### src/rtl/regfile_test_pkg.sv
// Shared types and constants for the regfile self-test driver.
// Provides the FSM state enum, pattern step and per-pass cycle count.
package regfile_test_pkg;

  typedef enum logic [2:0] {
    S_IDLE,
    S_WRITE,
    S_READ,
    S_WAIT,
    S_CHECK,
    S_DONE
  } state_t;

  localparam int NUM_REGS = 32;
  localparam logic [31:0] PAT_STEP = 32'h0101_0101;

  // Cycles spent in one write-then-verify pass over all registers.
  function automatic int pass_cycles(input int read_lat);
    return (NUM_REGS - 1) + NUM_REGS * (2 + read_lat);
  endfunction

endpackage

### src/rtl/regfile_pattern_gen.sv
// Combinational pattern source: (pass, reg) -> expected register value.
// Ports: pass_sel, reg_idx in; value out (0 for reg 0, pattern otherwise).
module regfile_pattern_gen
  import regfile_test_pkg::*;
#(
  parameter logic [31:0] SEED = 32'hA5A5_0000
) (
  input  logic        pass_sel,
  input  logic [4:0]  reg_idx,
  output logic [31:0] value
);

  logic [31:0] base;
  logic [31:0] pat;

  assign base  = pass_sel ? ~SEED : SEED;
  assign pat   = base + {27'd0, reg_idx} * PAT_STEP;
  // Reg 0 reads as zero; writes never target it, so this
  // value doubles as the write data.
  assign value = (reg_idx == 5'd0) ? 32'd0 : pat;

endmodule

### src/rtl/regfile_test_driver.sv
// Regfile self-test engine: writes two pattern passes, reads back on both ports.
// Ports: clock/reset/start in, t_ctrl_*/t_data_writeReg/test out, read data in,
// busy/done/pass/fail_count/first_fail_reg status out.
module regfile_test_driver
  import regfile_test_pkg::*;
#(
  parameter logic [31:0] PATTERN_SEED = 32'hA5A5_0000,
  parameter int          READ_LAT     = 1
) (
  input  logic        clock,
  input  logic        reset,
  input  logic        start,
  output logic        test,
  output logic        t_ctrl_writeEnable,
  output logic [4:0]  t_ctrl_writeReg,
  output logic [4:0]  t_ctrl_readRegA,
  output logic [4:0]  t_ctrl_readRegB,
  output logic [31:0] t_data_writeReg,
  input  logic [31:0] t_data_readRegA,
  input  logic [31:0] t_data_readRegB,
  output logic        busy,
  output logic        done,
  output logic        pass,
  output logic [5:0]  fail_count,
  output logic [4:0]  first_fail_reg
);

  localparam logic [2:0] WAIT_LAST =
    3'(READ_LAT > 0 ? READ_LAT - 1 : 0);
  localparam logic [4:0] LAST_REG = 5'(NUM_REGS - 1);

  state_t      state;
  state_t      state_nx;
  logic        pass_q;
  logic [4:0]  reg_q;
  logic [2:0]  wait_q;
  logic [5:0]  fails_q;
  logic [4:0]  first_q;
  logic [4:0]  reg_b;
  logic [31:0] exp_a;
  logic [31:0] exp_b;
  logic        mis_a;
  logic        mis_b;
  logic        last_reg;

  assign reg_b    = LAST_REG - reg_q;
  assign last_reg = (reg_q == LAST_REG);
  assign mis_a    = (t_data_readRegA != exp_a);
  assign mis_b    = (t_data_readRegB != exp_b);

  // Port A instance also supplies write data (reg_q >= 1 in WRITE).
  regfile_pattern_gen #(.SEED(PATTERN_SEED)) u_gen_a (
    .pass_sel (pass_q),
    .reg_idx  (reg_q),
    .value    (exp_a)
  );

  regfile_pattern_gen #(.SEED(PATTERN_SEED)) u_gen_b (
    .pass_sel (pass_q),
    .reg_idx  (reg_b),
    .value    (exp_b)
  );

  always_ff @(posedge clock or posedge reset) begin
    if (reset) state <= S_IDLE;
    else       state <= state_nx;
  end

  always_comb begin
    state_nx = state;
    unique case (state)
      S_IDLE, S_DONE: if (start) state_nx = S_WRITE;
      S_WRITE:        if (last_reg) state_nx = S_READ;
      S_READ:         state_nx = (READ_LAT == 0) ? S_CHECK : S_WAIT;
      S_WAIT:         if (wait_q == WAIT_LAST) state_nx = S_CHECK;
      S_CHECK: begin
        if (!last_reg)  state_nx = S_READ;
        else if (pass_q) state_nx = S_DONE;
        else             state_nx = S_WRITE;
      end
      default:        state_nx = S_IDLE;
    endcase
  end

  always_ff @(posedge clock or posedge reset) begin
    if (reset) begin
      pass_q  <= 1'b0;
      reg_q   <= 5'd0;
      wait_q  <= 3'd0;
      fails_q <= 6'd0;
      first_q <= 5'd0;
    end else begin
      unique case (state)
        S_IDLE, S_DONE: begin
          if (start) begin
            pass_q  <= 1'b0;
            reg_q   <= 5'd1;
            wait_q  <= 3'd0;
            fails_q <= 6'd0;
            first_q <= 5'd0;
          end
        end
        S_WRITE: reg_q <= last_reg ? 5'd0 : reg_q + 5'd1;
        S_READ:  wait_q <= 3'd0;
        S_WAIT:  wait_q <= wait_q + 3'd1;
        S_CHECK: begin
          if (mis_a || mis_b) begin
            if (fails_q == 6'd0) first_q <= mis_a ? reg_q : reg_b;
            if (fails_q != 6'd63) fails_q <= fails_q + 6'd1;
          end
          if (last_reg && !pass_q) begin
            pass_q <= 1'b1;
            reg_q  <= 5'd1;
          end else begin
            reg_q <= reg_q + 5'd1;
          end
        end
        default: ;
      endcase
    end
  end

  always_comb begin
    test               = 1'b0;
    busy               = 1'b0;
    t_ctrl_writeEnable = 1'b0;
    t_ctrl_writeReg    = 5'd0;
    t_ctrl_readRegA    = 5'd0;
    t_ctrl_readRegB    = 5'd0;
    t_data_writeReg    = 32'd0;
    done               = 1'b0;
    unique case (state)
      S_WRITE: begin
        test               = 1'b1;
        busy               = 1'b1;
        t_ctrl_writeEnable = 1'b1;
        t_ctrl_writeReg    = reg_q;
        t_data_writeReg    = exp_a;
      end
      S_READ, S_WAIT, S_CHECK: begin
        test            = 1'b1;
        busy            = 1'b1;
        t_ctrl_readRegA = reg_q;
        t_ctrl_readRegB = reg_b;
      end
      S_DONE:  done = 1'b1;
      default: ;
    endcase
  end

  assign pass           = done && (fails_q == 6'd0);
  assign fail_count     = fails_q;
  assign first_fail_reg = first_q;

endmodule
### config.mk
export PLATFORM = sky130hd
export DESIGN_NAME = regfile_test_driver
export DESIGN_NICKNAME = d
export VERILOG_FILES = /design/src/rtl/regfile_test_pkg.sv /design/src/rtl/regfile_pattern_gen.sv /design/src/rtl/regfile_test_driver.sv
export SDC_FILE = /design/constraint.sdc
export NUM_CORES = 1
export LEC_CHECK = 0
export BUFFER_PORTS_ARGS = -buffer_cell sky130_fd_sc_hd__buf_2
export CAP_MARGIN = 40
export CORE_ASPECT_RATIO = 0.6
export CORE_MARGIN = 5
export CORE_UTILIZATION = 60
export CTS_BUF_LIST = sky130_fd_sc_hd__clkbuf_16
export CTS_CLUSTER_DIAMETER = 30
export DETAILED_ROUTE_END_ITERATION = 8
export GPL_ROUTABILITY_DRIVEN = 1
export PLACE_DENSITY_LB_ADDON = 0.3
export SYNTH_ARGS = -nofsm -noshare
export SYNTH_HDL_FRONTEND = slang
export SYNTH_SLANG_ARGS = --single-unit
### constraint.sdc
create_clock -name clock -period 16.56 [get_ports clock]
set_clock_uncertainty 0.2 [all_clocks]
set_input_delay 1.656 -clock clock [delete_from_list [all_inputs] [get_ports clock]]
set_output_delay 1.656 -clock clock [all_outputs]
set_load 0.01 [all_outputs]
Yosys cells after proc, flatten, opt, wreduce, memory -nomap -nowiden
Index checks and enable logic that the tools add are counted.

Bits in registers: 23. Latch bits: 0. RAM bits: 0. Memory bits (read-only): 0. Input port bits: 67. Word-level logic and storage cells: 85. Memories: 0.

Add/subtract/negate cells: 6. $mul: 2. Divide/modulo/power cells: 0. $lt $le $gt $ge: 0. Eq/ne operators: 16. Shift operators: 0. Multiplexer cells: 34. Bitwise operators: 0. Reduce and logical (&&, ||, !) cells: 21.

Operators with widths (number): 32-bit two-way mux (4); 32-bit by 30-bit adder with 32-bit output (2); 32-bit inequality test (2); 5-bit by 25-bit multiplier with 30-bit output (second input constant) (2); 5-bit two-way mux (10); 3-bit two-way mux (6); 6-bit two-way mux (3); 3-bit one-hot mux with 5 select lines (1); 5-bit one-hot mux with 3 select lines (1); 2-bit inequality test (second input constant) (7); 6-bit one-hot mux with 2 select lines (1); 5-bit logical NOT (2); 5-bit one-hot mux with 2 select lines (1); 3-bit one-hot mux with 3 select lines (1); 4-bit AND reduction (2); 6-bit by 1-bit adder with 6-bit output (second input constant) (1); 3-bit by 2-bit equality test with 1-bit output (second input constant) (2); 3-bit equality test (second input constant) (2); 3-bit logical NOT (2); 6-bit logical NOT (1); 6-bit inequality test (second input constant) (1); 3-bit AND reduction (2); 3-bit nonzero test (2); 5-bit by 1-bit adder with 5-bit output (second input constant) (1); 14 further kinds (20).

Logic depth before layout (Yosys ltp)
Word-level depth: 8. Mapped depth: 21.

By module
From an unflattened synthesis, not the netlist that was laid out.

Cell total of the unflattened synthesis: 690. Area total of the unflattened synthesis: 5232.5 µm².

Modules (own cells, without submodules): regfile_test_driver (instances 1, cells each 339, area an instance 2635.0 µm², sequential area each 575.6 µm²); regfile_pattern_gen at u_gen_a (instances 1, cells each 178, area an instance 1307.5 µm², sequential area each 0.0 µm²); regfile_pattern_gen at u_gen_b (instances 1, cells each 173, area an instance 1290.0 µm², sequential area each 0.0 µm²).

Worst setup path before layout
No wires, ideal clock.

Path type: register to output. Start point: register pass_q. End point: output port t_data_writeReg[29]. Arrival time: 3.788 ns. Data required time: 14.704 ns. Setup slack: 10.916 ns. Cell stages (with the launch flop): 15. Buffers on the path: 3. Path through: dfrtp_1 -> buf_2 -> clkbuf_1 -> inv_1 -> ha_1 -> ha_1 -> ha_1 -> clkbuf_2 -> nand3_1 -> or3_1 -> a2111oi_2 -> nor2b_1 -> nand2_1 -> xor2_1 -> nor2b_1.

Cells in the longest elaborated chain, start to end: 4.

Ends and longest elaborated chain: start: declaration (RTL line regfile_test_driver.sv:34) `logic pass_q;`; start signal: assignment (RTL line regfile_test_driver.sv:87) `pass_q <= 1'b0;`; start signal: assignment (RTL line regfile_test_driver.sv:96) `pass_q <= 1'b0;`; start signal: assignment (RTL line regfile_test_driver.sv:112) `pass_q <= 1'b1;`; 32-bit two-way mux (RTL line regfile_pattern_gen.sv:16) `assign base = pass_sel ? ~SEED : SEED;`; 32-bit by 30-bit adder with 32-bit output (RTL line regfile_pattern_gen.sv:17) `assign pat = base + {27'd0, reg_idx} * PAT_STEP;`; 32-bit two-way mux (RTL line regfile_pattern_gen.sv:20) `assign value = (reg_idx == 5'd0) ? 32'd0 : pat;`; 32-bit two-way mux (RTL line regfile_test_driver.sv:132) `unique case (state)`; end: declaration (RTL line regfile_test_driver.sv:18) `output logic [31:0] t_data_writeReg,`.

Every way passes these cells.

Worst setup path in the final report
Start point: register pass_q. End point: register fails_q[0], in the netlist fail_count[0].

Cells in the longest elaborated chain, start to end: 7. Elaborated cells on any way between the ends: 10. Classes of those cells: add/sub (2); eq/ne (3); mux (3); reduce/logical (2).

Ends and longest elaborated chain: 32-bit two-way mux * (RTL line regfile_pattern_gen.sv:16); 32-bit by 30-bit adder with 32-bit output (RTL line regfile_pattern_gen.sv:17); 32-bit two-way mux (RTL line regfile_pattern_gen.sv:20); 32-bit inequality test (on tied branches) (RTL line regfile_test_driver.sv:48, regfile_test_driver.sv:49); 1-bit logical OR * (RTL line regfile_test_driver.sv:107) `if (mis_a || mis_b) begin`; 2-bit inequality test (no source line) *; 4-bit AND reduction (no source line) *; end signal: assignment (RTL line regfile_test_driver.sv:109) `if (fails_q != 6'd63) fails_q <= fails_q + 6'd1;`; end: declaration (RTL line regfile_test_driver.sv:37) `logic [5:0] fails_q;`.

Every way passes the cells marked *; elsewhere a longest branch is shown, timed or not. A chain may end at the register's enable or synchronous reset.

==> flow_summary.rst <==
.. list-table::
   :header-rows: 1

   * - Metric
     - Value
   * - Status
     - finished, final reports clean
   * - Reg2Reg Capture Point
     - fail_count[0]$_DFFE_PP0P_
   * - Post-CTS setup-driven buffer insertion count
     - 0
   * - Compound-Gate Fraction of Synth Area
     - around a third
   * - Number of global-route vias before repair
     - roughly 6,700
   * - Number of buffers inserted during clock tree synthesis
     - 3
   * - Multiplexer fraction of the synthesized cell area
     - between 2 and 2.5%
   * - Fraction of final layout cells with drive strength greater than 1
     - between 15 and 20%
   * - Synth Area in Adders
     - ~11%
   * - Worst Setup Path Type
     - reg2reg
   * - Max Clk Rate
     - 151 MHz
   * - Fraction of registers with async set or reset after synthesis
     - 100%
   * - Horizontal die dimension
     - roughly 140 um
   * - Type of destination of the critical path
     - flip-flop
   * - DRT Wirelength
     - about 22,000 um
   * - Ordered cell list for the critical path
     - buf_4, inv_1, ha_1, ha_1, ha_1, fa_1, a21oi_1, o32ai_1, o21ai_0, o2bb2ai_1, a2111oi_0, dlymetal6s2s_1, nand4_1, or4_1, nor4_4, nor4_1, a211o_1
   * - Count of endpoints failing setup in the final report
     - 0
   * - Fin area
     - about 7100 um2
   * - Netlist Area Pre-Place
     - about 6400 um2
   * - Largest vdd supply drop
     - 0.145 mV
   * - Synth-to-layout area growth
     - 11.2%
   * - Clk sinks
     - 23
   * - Post-synthesis instance total
     - 899
   * - Post-placement cell area
     - about 7000 um2
   * - Reg-to-reg setup timing slack
     - a little under 10 ns
   * - Hold depth
     - 1
   * - Number of antenna-violating nets in the routed design
     - 0
   * - Fraction of the mapped netlist area in simple logic gates
     - roughly 30%
   * - Worst-Margin Slew
     - 0.953 ns
   * - Cell mode on critical path
     - ha_1
   * - Residual DRC
     - 0
   * - Stage delay of the slowest cell on the critical path
     - approximately 0.69 ns
   * - Total vias in the final route
     - between 7,000 and 8,000
   * - Post-synth EDFFs
     - 0
   * - Largest net degree at the start of global routing
     - 53
   * - Post-layout total power
     - 1.10 mW
   * - R2R cell count
     - 17
   * - Max FFs per register
     - 6
   * - Floorplan core area
     - between 10,000 and 15,000 um2
   * - Cts-stage hold buffer count
     - 0
   * - Start of the worst register-to-register path
     - pass_q$_DFFE_PP0P_
   * - Type of origin of the critical path
     - flip-flop
   * - Hold violation count in the final report
     - 0
   * - Total number of placement rows
     - 29
   * - Mean area per synthesized cell
     - 7.13 um2
   * - Clock tree buffer depth
     - 2
   * - Setup TNS
     - 0 ns
   * - GRT Total Usage
     - about a third
   * - Routed wire length per instance
     - ~20 um
   * - Clock latency on the worst-skew pair
     - about 0.26 ns
   * - Max-slew violation count
     - 0
   * - Clock-pin transition on the worst setup and hold timing paths
     - ~0.06 ns
   * - Count of TritonRoute iterations in the first routing pass
     - 6
   * - Final worst hold slack
     - between 0.2 and 0.3 ns
   * - Area share of the leading cell type in the synthesized netlist
     - a little over a tenth
   * - Syn Nets
     - just over 1,000
   * - Post-route fraction of the period consumed by the critical path
     - between 30% and 40%
   * - Setup repair after global routing missed its margin
     - no
   * - Inserted Diodes
     - 0
   * - Area enclosed by the die boundary
     - 12,900 um2
   * - Nets
     - 1,105
   * - Initial core utilization
     - between 60% and 70%
   * - Cell accounting for the most synthesized area
     - ha_1
   * - Pleak
     - around 3.2 nW
   * - Distinct cell type count of the synthesized netlist
     - 94
   * - Top_reg_cell synth
     - dfrtp_1
   * - Die span in y
     - approximately 90 um
   * - Headroom to the max-slew limit
     - around 36%
   * - TritonCTS clock tree
     - done
   * - Top Ports
     - 130
   * - Number of placed cells counting well taps
     - around 1,100
   * - Cell with the largest stage delay on the worst path
     - nor4_4
   * - Final weighted congestion in routability-driven placement
     - between 0.9 and 1
   * - Number of synthesized register bits
     - 23
   * - Min-Delay Path Class
     - reg2reg
   * - Drt via density
     - just under 7
   * - Worst path required time
     - about 17 ns
   * - Source of the worst hold timing path
     - wait_q[2]$_DFFE_PP0P_
   * - Most area-consuming cells after synthesis
     - ha_1, dfrtp_1, nor2_1, xnor2_1, a21oi_1
   * - Port Buf Inserts
     - 129
   * - Cell at the root of the clock tree
     - clkbuf_16
   * - Combinational family with the most area after synthesis
     - compound AO/OA/AOI/OAI gates
   * - Arrival time reported for the critical path endpoint
     - approximately 6.6 ns
   * - Reported max-cap violation count
     - 0
   * - XOR/XNOR share of the synthesized area
     - about 7.3%
   * - Max Fanout on Critical Path
     - 30
   * - H-tree depth reported by CTS
     - 1
   * - Initial drt markers
     - around 1,100
   * - Fill cell total of the finished layout
     - ~960
   * - Number of non-filler instances in the completed layout
     - 1,120
   * - Sum of net half-perimeters after detailed placement
     - between 15,000 and 20,000 um
   * - Number of warnings issued by yosys
     - 0
   * - Final global-route overflow total
     - 0
   * - Worst Hold Path EP
     - wait_q[2]$_DFFE_PP0P_
   * - First-pass GRT wire length
     - between 30,000 and 40,000 um
   * - Antenna violations before repair
     - 0
   * - Sequential cell area fraction in the yosys report
     - around 9%
   * - Clock period minus worst slack
     - 6.62 ns
   * - Post-CTS sizing
     - 0
   * - Power density over the cells
     - between 150 and 200 nW/um2
==> worst max-delay path: cells and delay by family (launching register included) <==
| family | cells | cell delay [ns] |
|---|---|---|
| simple gates | 4 | 1.61 |
| fa+ha+maj | 4 | 1.57 |
| compound gates | 6 | 1.57 |
| buf+inv | 3 | 0.89 |
| flops | 1 | 0.66 |
==> per-layer routing <==
| layer | part of all wire (%) | routed length (um) | GRT usage (%) | vias to the layer above |
|---|---|---|---|---|
| met4 | 1.7 | 374 | 5.33 | 0 |
| li1 | - | - | - | 3599 |
| met3 | 15 | 3420 | 8.59 | 42 |
| met1 | 44 | 9890 | 51.9 | 3551 |
| met5 | 0 | 0 | 0 | - |
| met2 | 39 | 8650 | 45.3 | 570 |
==> cell usage after synthesis (all sizes together), types with 7 or more instances <==
| cell type | n |
|---|---|
| a31oi | 14 |
| nor4b | 7 |
| and3 | 22 |
| o31a | 8 |
| inv | 42 |
| xor2 | 14 |
| or3 | 17 |
| dfrtp | 23 |
| or4 | 8 |
| a2111oi | 8 |
| o21a | 10 |
| o2111ai | 9 |
| nand2b | 17 |
| clkbuf | 33 |
| xnor2 | 31 |
| nor3 | 34 |
| a21oi | 52 |
| buf | 27 |
| nor2b | 13 |
| o31ai | 15 |
| ha | 54 |
| nand4 | 15 |
| o211ai | 12 |
| and2 | 10 |
| nor2 | 82 |
| or2 | 9 |
| o21ai | 59 |
| nor4 | 17 |
| a211o | 8 |
| nand3 | 30 |
| nand2 | 52 |
| a211oi | 10 |
| mux2i | 11 |
| a21o | 16 |
==> cell usage in the layout, fill, tap and decap left out, types with 7 or more instances in the layout <==
cell type  Yosys  final
o31a_1         8      8
buf_4          2      7
nor4_1        16     16
xor2_1        13     13
a211oi_1      10     10
and2_1         9      9
ha_1          54     54
nand4_1       15     15
nor2_1        82     82
or2_2          8      8
or3_1         17     17
and3_1        22     22
nand2_1       52     52
nand3_1       30     30
a21oi_1       50     50
or4_1          8      8
buf_2         21    129
nor2b_1       13     13
o21a_1        10     10
o21ai_1       14     14
inv_1         40     41
a21o_1        16     16
o31ai_1       13     13
nor3_1        33     33
a211o_1        8      8
o211ai_1      12     12
nand2b_1      17     17
xnor2_1       31     31
a31oi_1       14     14
dfrtp_1       23     23
o21ai_0       45     45
o2111ai_1      9      9
mux2i_1       11     11
==> stage by stage <==
stage | util, % | setup slack, ns
after floorplan | - | 10.92
after global placement | 66.6 | 10.00
after detailed placement | 66.9 | 9.79
after CTS | 67.6 | 9.77
after global routing | 67.8 | 9.44
final | 67.8 | 9.94
==> report_power, final <==
| part | switching [mW] | internal, mW |
|---|---|---|
| Combinational | 0.599 | 0.350 |
| Sequential | 0.0329 | 0.0701 |
| Clock | 0.0200 | 0.0323 |
==> final cells by class <==
class / instances / area, um2 / share of cell area, %
Clock inverter: 1 / 3.75 / 0.0527
Clock buffer: 3 / 75.1 / 1.05
Timing Repair Buffer: 138 / 738 / 10.4
Tap cell: 139 / 174 / 2.44
Multi-Input combinational cell: 773 / 5400 / 75.8
Inverter: 43 / 161 / 2.26
Sequential cell: 23 / 576 / 8.07
==> how the worst max path moves through the flow <==
| stage | start | to |
|---|---|---|
| 4_1_cts | pass_q$_DFFE_PP0P_ | fail_count[0]$_DFFE_PP0P_ |
| 6_report | pass_q$_DFFE_PP0P_ | fail_count[0]$_DFFE_PP0P_ |
| 5_1_grt | pass_q$_DFFE_PP0P_ | first_fail_reg[2]$_DFFE_PP0P_ |
| 2_1_floorplan | pass_q$_DFFE_PP0P_ | t_data_writeReg[29] |
| 3_3_place_gp | pass_q$_DFFE_PP0P_ | fail_count[0]$_DFFE_PP0P_ |
| 3_5_place_dp | pass_q$_DFFE_PP0P_ | first_fail_reg[2]$_DFFE_PP0P_ |
==> logic make-up (layout without fill, tap and decap cells) <==
logic type / after synthesis / count (layout)
buffers and inverters: 103 / 185
adders and majority gates: 56 / 56
AOI/OAI and AO/OA: 295 / 295
xor gates and xnor gates: 48 / 48
DFF: 23 / 23
muxes: 14 / 14
and+or+nand+nor: 360 / 360
Note: power is estimated with default switching activity, not from simulation.
